`config.mk`:
```
export PLATFORM = sky130hd
export DESIGN_NAME = feature_loader
export DESIGN_NICKNAME = d
export VERILOG_FILES = /design/src/rtl/feature_loader.sv
export SDC_FILE = /design/constraint.sdc
export NUM_CORES = 2
export LEC_CHECK = 0
export ABC_CLOCK_PERIOD_IN_PS = 46500
export CORE_MARGIN = 2
export CORE_UTILIZATION = 55
export DETAILED_ROUTE_END_ITERATION = 10
export MAX_ROUTING_LAYER = met4
export PLACE_DENSITY = 0.89
export REMOVE_ABC_BUFFERS = 1
export SYNTH_ARGS = -nofsm -noshare
export SYNTH_HDL_FRONTEND = slang
export SYNTH_SLANG_ARGS = --single-unit
```
`constraint.sdc`:
```
create_clock -name clk -period 46.5 [get_ports clk]
set_input_delay 9.3 -clock clk [delete_from_list [all_inputs] [get_ports clk]]
set_output_delay 9.3 -clock clk [all_outputs]
set_load 0.05 [all_outputs]
```
`src/rtl/feature_loader.sv`:
```
// rtl/feature_loader.sv - streams stored node feature vectors from BRAM as packed vectors
module feature_loader #(
  parameter int NEW_FEATURE_WIDTH = 32,
  parameter int NUM_FEATURE_OUT   = 16,
  parameter int NUM_SUBGRAPHS     = 2708,
  parameter int READ_LATENCY      = 2,
  localparam int ADDR_W = $clog2(NUM_SUBGRAPHS * NUM_FEATURE_OUT),
  localparam int NODE_W = $clog2(NUM_SUBGRAPHS),
  localparam int OUT_W  = NUM_FEATURE_OUT * NEW_FEATURE_WIDTH
) (
  input  logic                         clk,
  input  logic                         rst,
  input  logic                         start,
  output logic [ADDR_W-1:0]            feat_bram_addrb,
  output logic                         feat_bram_enb,
  input  logic [NEW_FEATURE_WIDTH-1:0] feat_bram_doutb,
  output logic [OUT_W-1:0]             feat_out,
  output logic [NODE_W-1:0]            feat_out_node,
  output logic                         feat_out_vld,
  input  logic                         feat_out_rdy,
  output logic                         busy,
  output logic                         done
);

  localparam int CW = $clog2(NUM_FEATURE_OUT);

  typedef enum logic [1:0] {IDLE, FETCH, WAIT, DRAIN} state_t;

  state_t                  state_q;
  logic [ADDR_W-1:0]       addr_q;
  logic                    enb_q;
  logic [CW-1:0]           rd_cnt_q;
  logic [NODE_W-1:0]       node_q;
  logic                    busy_q;
  logic                    done_q;
  logic [READ_LATENCY-1:0] vpipe_q;
  logic [CW-1:0]           cap_cnt_q;
  logic [OUT_W-1:0]        asm_q;
  logic                    asm_full_q;
  logic [OUT_W-1:0]        out_q;
  logic [NODE_W-1:0]       out_node_q;
  logic                    vld_q;
  logic                    hs;
  logic                    xfer;
  logic [CW-1:0]           lane;

  assign hs   = vld_q & feat_out_rdy;
  assign xfer = asm_full_q & (~vld_q | feat_out_rdy);
  // NUM_FEATURE_OUT is a power of two, so NUM_FEATURE_OUT-1-k is the bitwise inverse of k
  assign lane = ~cap_cnt_q;

  always_ff @(posedge clk or posedge rst) begin
    if (rst) begin
      state_q  <= IDLE;
      addr_q   <= '0;
      enb_q    <= 1'b0;
      rd_cnt_q <= '0;
      node_q   <= '0;
      busy_q   <= 1'b0;
      done_q   <= 1'b0;
    end else begin
      done_q <= 1'b0;
      case (state_q)
        IDLE: begin
          if (start) begin
            state_q  <= FETCH;
            addr_q   <= '0;
            enb_q    <= 1'b1;
            rd_cnt_q <= '0;
            node_q   <= '0;
            busy_q   <= 1'b1;
          end
        end
        FETCH: begin
          rd_cnt_q <= rd_cnt_q + CW'(1);
          if (rd_cnt_q == CW'(NUM_FEATURE_OUT - 1)) begin
            enb_q   <= 1'b0;
            state_q <= WAIT;
          end else begin
            addr_q <= addr_q + ADDR_W'(1);
          end
        end
        WAIT: begin
          // next node is fetched only once the assembly register has been emptied
          if (xfer) begin
            if (node_q < NODE_W'(NUM_SUBGRAPHS - 1)) begin
              node_q  <= node_q + NODE_W'(1);
              addr_q  <= addr_q + ADDR_W'(1);
              enb_q   <= 1'b1;
              state_q <= FETCH;
            end else begin
              state_q <= DRAIN;
            end
          end
        end
        DRAIN: begin
          if (hs) begin
            state_q <= IDLE;
            busy_q  <= 1'b0;
            done_q  <= 1'b1;
          end
        end
        default: state_q <= IDLE;
      endcase
    end
  end

  always_ff @(posedge clk or posedge rst) begin
    if (rst) begin
      vpipe_q    <= '0;
      cap_cnt_q  <= '0;
      asm_q      <= '0;
      asm_full_q <= 1'b0;
      out_q      <= '0;
      out_node_q <= '0;
      vld_q      <= 1'b0;
    end else begin
      for (int i = READ_LATENCY - 1; i > 0; i--) vpipe_q[i] <= vpipe_q[i-1];
      vpipe_q[0] <= enb_q;
      if (vpipe_q[READ_LATENCY-1]) begin
        asm_q[lane*NEW_FEATURE_WIDTH +: NEW_FEATURE_WIDTH] <= feat_bram_doutb;
        cap_cnt_q <= cap_cnt_q + CW'(1);
        if (cap_cnt_q == CW'(NUM_FEATURE_OUT - 1)) asm_full_q <= 1'b1;
      end
      if (xfer) begin
        out_q      <= asm_q;
        out_node_q <= node_q;
        vld_q      <= 1'b1;
        asm_full_q <= 1'b0;
      end else if (hs) begin
        vld_q <= 1'b0;
      end
    end
  end

  assign feat_bram_addrb = addr_q;
  assign feat_bram_enb   = enb_q;
  assign feat_out        = out_q;
  assign feat_out_node   = out_node_q;
  assign feat_out_vld    = vld_q;
  assign busy            = busy_q;
  assign done            = done_q;

endmodule

```
# ---- Word level (Yosys, flattened, before mapping)
# Cells that the tools add are included.
dict set report word_totals {
  rom_bits 0
  register_bits 1081
  latchBits 0
  word_cells 84
  output_inout_bits 544
  ramBits 0
  inputBits 36
  n_memories 0
}
dict set report classes {
  addsub 5
  n_mux 31
  n_div 0
  order_cmp 1
  n_reduce_logical 15
  n_mul 0
  n_bitwise 5
  eq_ne 11
  shift 2
}
# operator n
set ops {}
lappend ops {{512-bit bitwise mux} 1}
lappend ops {{32-bit by 34-bit variable shift with 512-bit output (first input constant)} 1}
lappend ops {{32-bit by 34-bit variable part select with 512-bit output} 1}
lappend ops {{16-bit two-way mux} 4}
lappend ops {{16-bit one-hot mux with 3 select lines} 1}
lappend ops {{12-bit two-way mux} 3}
lappend ops {{9-bit negation with 34-bit output} 1}
lappend ops {{12-bit one-hot mux with 2 select lines} 1}
lappend ops {{16-bit by 1-bit adder with 16-bit output (second input constant)} 1}
lappend ops {{12-bit by 1-bit adder with 12-bit output (second input constant)} 1}
lappend ops {{12-bit less-than comparator (second input constant)} 1}
lappend ops {{2-bit inequality test (second input constant)} 6}
lappend ops {{2-bit nonzero test} 6}
lappend ops {{1-bit two-way mux} 11}
lappend ops {{2-bit two-way mux} 5}
lappend ops {{5-bit AND reduction} 2}
lappend ops {{4-bit by 1-bit adder with 4-bit output (second input constant)} 2}
lappend ops {{4-bit == test (second input constant)} 2}
lappend ops {{2-bit one-hot mux with 4 select lines} 1}
lappend ops {{4-bit one-hot mux with 2 select lines} 1}
lappend ops {{4-bit AND reduction} 2}
lappend ops {{2-bit == test (second input constant)} 2}
lappend ops {{4-bit two-way mux} 1}
lappend ops {{4-bit inverter} 1}
lappend ops {{other kinds (10)} 12}

# ---- Longest topological paths before layout
dict set report depth {
  ltp_word 5
  mapped_depth 10
  ltp_nobuf 7
}

# ---- Worst setup path after synthesis
# OpenSTA, ideal clock, no wires.
dict set report synth_timing {
  path_type {in2reg}
  from {input port feat_out_rdy}
  to {register out_q[440], in the netlist feat_out[440]}
  n_path_buf 3
  setup_ns 0.125
  t_arrival_ns 10.826
  required_time_ns 46.375
  setup_slack_ns 35.549
  path_stages 6
  path_cell_list {nand2b_1 nand2_1 clkbuf_1 clkbuf_1 clkbuf_1 mux2_2}
}
dict set report synth_via {
  elab_chain_len 2
}
# element line_no
set synth_rtl {}
lappend synth_rtl {{start: declaration} 20} ;# input logic feat_out_rdy,
lappend synth_rtl {{1-bit OR} 48} ;# assign xfer = asm_full_q & (~vld_q | feat_out_rdy);
lappend synth_rtl {{1-bit AND} 48}
lappend synth_rtl {{end signal: assignment} 126} ;# out_q <= asm_q;
lappend synth_rtl {{end: declaration} 40} ;# logic [OUT_W-1:0] out_q;
# Every way passes these cells.
# A chain may end at the register's enable or synchronous reset.

# ---- Worst setup path after layout
dict set report layout_timing {
  from {input port feat_out_rdy}
  to {register out_q[47], in the netlist feat_out[47]}
}
# The elaborated chain is that of the path after synthesis.

==> metrics.txt <==
die width between 200 and 300 µm; initial core utilization 55.7%; number of global-route vias before repair just under 30,000; Synth Area in Simple Gates 8.25%; Critical path buffers and inverters 5; Hold-fix buffers, CTS 0; mux contribution to synthesized area around 16%; met1 Track Usage GR around two fifths; clock sinks around 1,100; largest family of logic cells by synthesized area multiplexers; number of port buffers around 580; die span in y 279 µm; Post-synth EDFFs 0; Iteration-0 DRC Markers a little under 3,000; Layout Skew between 0.02 and 0.03 ns; Die Area approximately 78,000 µm²; most common cell after layout, fill and taps aside dfrtp_1; required time at the worst-slack endpoint between 40 and 50 ns; CTS max path bufs 3; clock latency at the later pin of the worst-skew pair roughly 0.67 ns; CTS Buf Count about 100; CTS H-tree depth 3; CP startpoint kind primary input; DRC violations left 0; TritonCTS clock tree built; NumNets Final 3,842; Row Count 100; CP max FO 77; met2 Usage GRT roughly 50%; sequential area share after synthesis between 60 and 70%; family with the most delay on the worst path buffers and inverters; Final period util between 30% and 40%; clock-pin slew of the registers on the worst-case setup and hold paths ~0.070 ns; status completed; Worst path max stage delay 0.96 ns; RSZ-0062 raised after global routing false; min Tclk post-route 14.31 ns; wire per inst between 20 and 30 µm; aggregate global routing overflow 0; Yosys cell types 51; 1st-pass router iterations 5; CP Cell Sequence clkdlybuf4s50_1 > nand2b_1 > nand2_4 > buf_4 > buf_4 > buf_4 > buf_4 > mux2_2; Synth Area in Adders less than 1%; most frequent cells in the layout dfrtp_1, nand2_1, mux2_2; first-pass GRT wire length roughly 180,000 µm; routed vias/inst between 6 and 7; CTS resizes 0; Ports between 500 and 600; Mapped Area 41,500 µm²; maximum achievable frequency 69.9 MHz; routed wire length 122,000 µm; area delta synth->final 23.9%; top cell type by total area after synthesis dfrtp_1; initial antenna violation count 3; vias around 29,000; kind of critical path in -> reg; largest net degree at the start of global routing 198; number of synthesized register bits 1,081; HP Class reg -> reg; DRT antenna net count 0; most used cell along the critical path buf_4; largest cells by area after synthesis dfrtp_1, mux2_2, nand2_1; Fin. Hold Viols 0; share of layout cells above drive strength 1 21.3%; CP endpoint kind flip-flop; Post-CTS Setup Bufs 0; Max Slew Vio Count 0; Post-Synthesis Cells roughly 3,300; gp weighted congestion 0.858; Ys Warns 0; compound-cell area share of the yosys netlist 7.70%; Worst slew margin roughly a fifth; Clock Tree Root clkbuf_16; final setup TNS 0 ns; M3 GR Usage 7.23%; busiest grt layer met2; # diodes 0; Synth Area per Inst ~13 µm²; Total GRT Usage roughly a third; critical path's slowest cell buf_4; Synth Area in XOR/XNOR less than 1%; worst slew pin tran ~1.2 ns; post-detail-place hpwl between 70,000 and 80,000 µm; Critical Path AT approximately 15 ns; Final setup viols 0; top-area cell type share of the netlist area about 65%; fraction of registers with async set/reset 100%; max_cap viols 0; Top FF cell, synth dfrtp_1; Core Area approximately 75,000 µm²
cells by family (layout without fill, tap and decap cells):
kind of cell             Yosys count  count (layout)
AO/OA/AOI/OAI                    528             528
XOR/XNOR                           5               5
adder cells (fa/ha/maj)            9               9
buffers and inverters            256             816
flip-flops                      1081            1081
multiplexers                     594             594
AND/OR/NAND/NOR                  846             846
cells in the mapped netlist (2+ instances only):
cell / count
or4_1: 4
o311ai_0: 2
nand3b_1: 3
nand3_1: 60
o21ai_0: 308
nand2b_1: 10
and2_0: 3
xor2_1: 2
buf_1: 32
or3_1: 4
mux2i_1: 5
nor2_1: 18
mux2_2: 589
a31oi_1: 3
o41ai_1: 3
ha_1: 9
or2_2: 4
xnor2_1: 3
dfrtp_1: 1081
buf_2: 32
a41o_1: 2
a21oi_1: 11
o211ai_1: 2
nand2_1: 707
o31ai_1: 180
a41oi_1: 3
and4_1: 3
nor3_1: 6
and3_1: 9
a22o_1: 5
clkbuf_1: 183
nand4_1: 7
inv_1: 7
nor3b_1: 2
routing by layer:
layer | share of wire [%] | up-vias
met2 | 47 | 1466
met4 | 6.8 | 0
met3 | 8.3 | 433
met5 | 0 | -
li1 | - | 12400
met1 | 37 | 14900
final timing paths:
| kind | start | endpoint | slack [ns] | cells after the start |
|---|---|---|---|---|
| max | feat_out_rdy | feat_out[47] | 32.19 | 8 |
| min | vpipe_q[0] | vpipe_q[1] | 0.37 | 0 |
| max reg2reg | feat_out_vld | feat_out[47] | 40.96 | 7 |
| min reg2reg | vpipe_q[0] | vpipe_q[1] | 0.37 | 0 |
| max in group asynchronous | rst | feat_out[136] | 34.22 | 5 |
| min in group asynchronous | rst | feat_out[252] | 9.26 | 2 |
cell type report:
| class | count | area (µm²) |
|---|---|---|
| flip-flops and latches | 1081 | 27100 |
| clock inverters | 37 | 392 |
| clock buffers | 151 | 3000 |
| repair buffers | 620 | 6170 |
| fillers | 4836 | 23100 |
| inverters | 8 | 37.5 |
| well taps | 969 | 1210 |
| multi-input cells | 1982 | 13600 |
sequential cells by signal, indices dropped and copies added, names as in the netlist, 2 cells and up:
register and count:
asm_q 512, feat_out_node 12, vpipe_q 2, node_q 12, feat_bram_addrb 16, cap_cnt_q 4
rd_cnt_q 4, feat_out 512, state_q 2
metrics by stage:
step | setup slack (ns) | std cells | util, % | area (µm²) | hold WS, ns
after detailed placement | 31.64 | 4660 | 64.4 | 48100 | 0.366
final | 32.19 | 4848 | 69.0 | 51400 | 0.370
after floorplan | 6.77 | 3071 | - | 40500 | 0.331
after CTS | 32.36 | 4848 | 69.0 | 51400 | 0.380
after global routing | 31.98 | 4848 | 69.0 | 51400 | 0.383
after global placement | 31.72 | 4660 | 64.4 | 48100 | 0.357
Power is not shown: default switching activity piles up to over one toggle a cycle in this logic, so the estimate is an artifact.
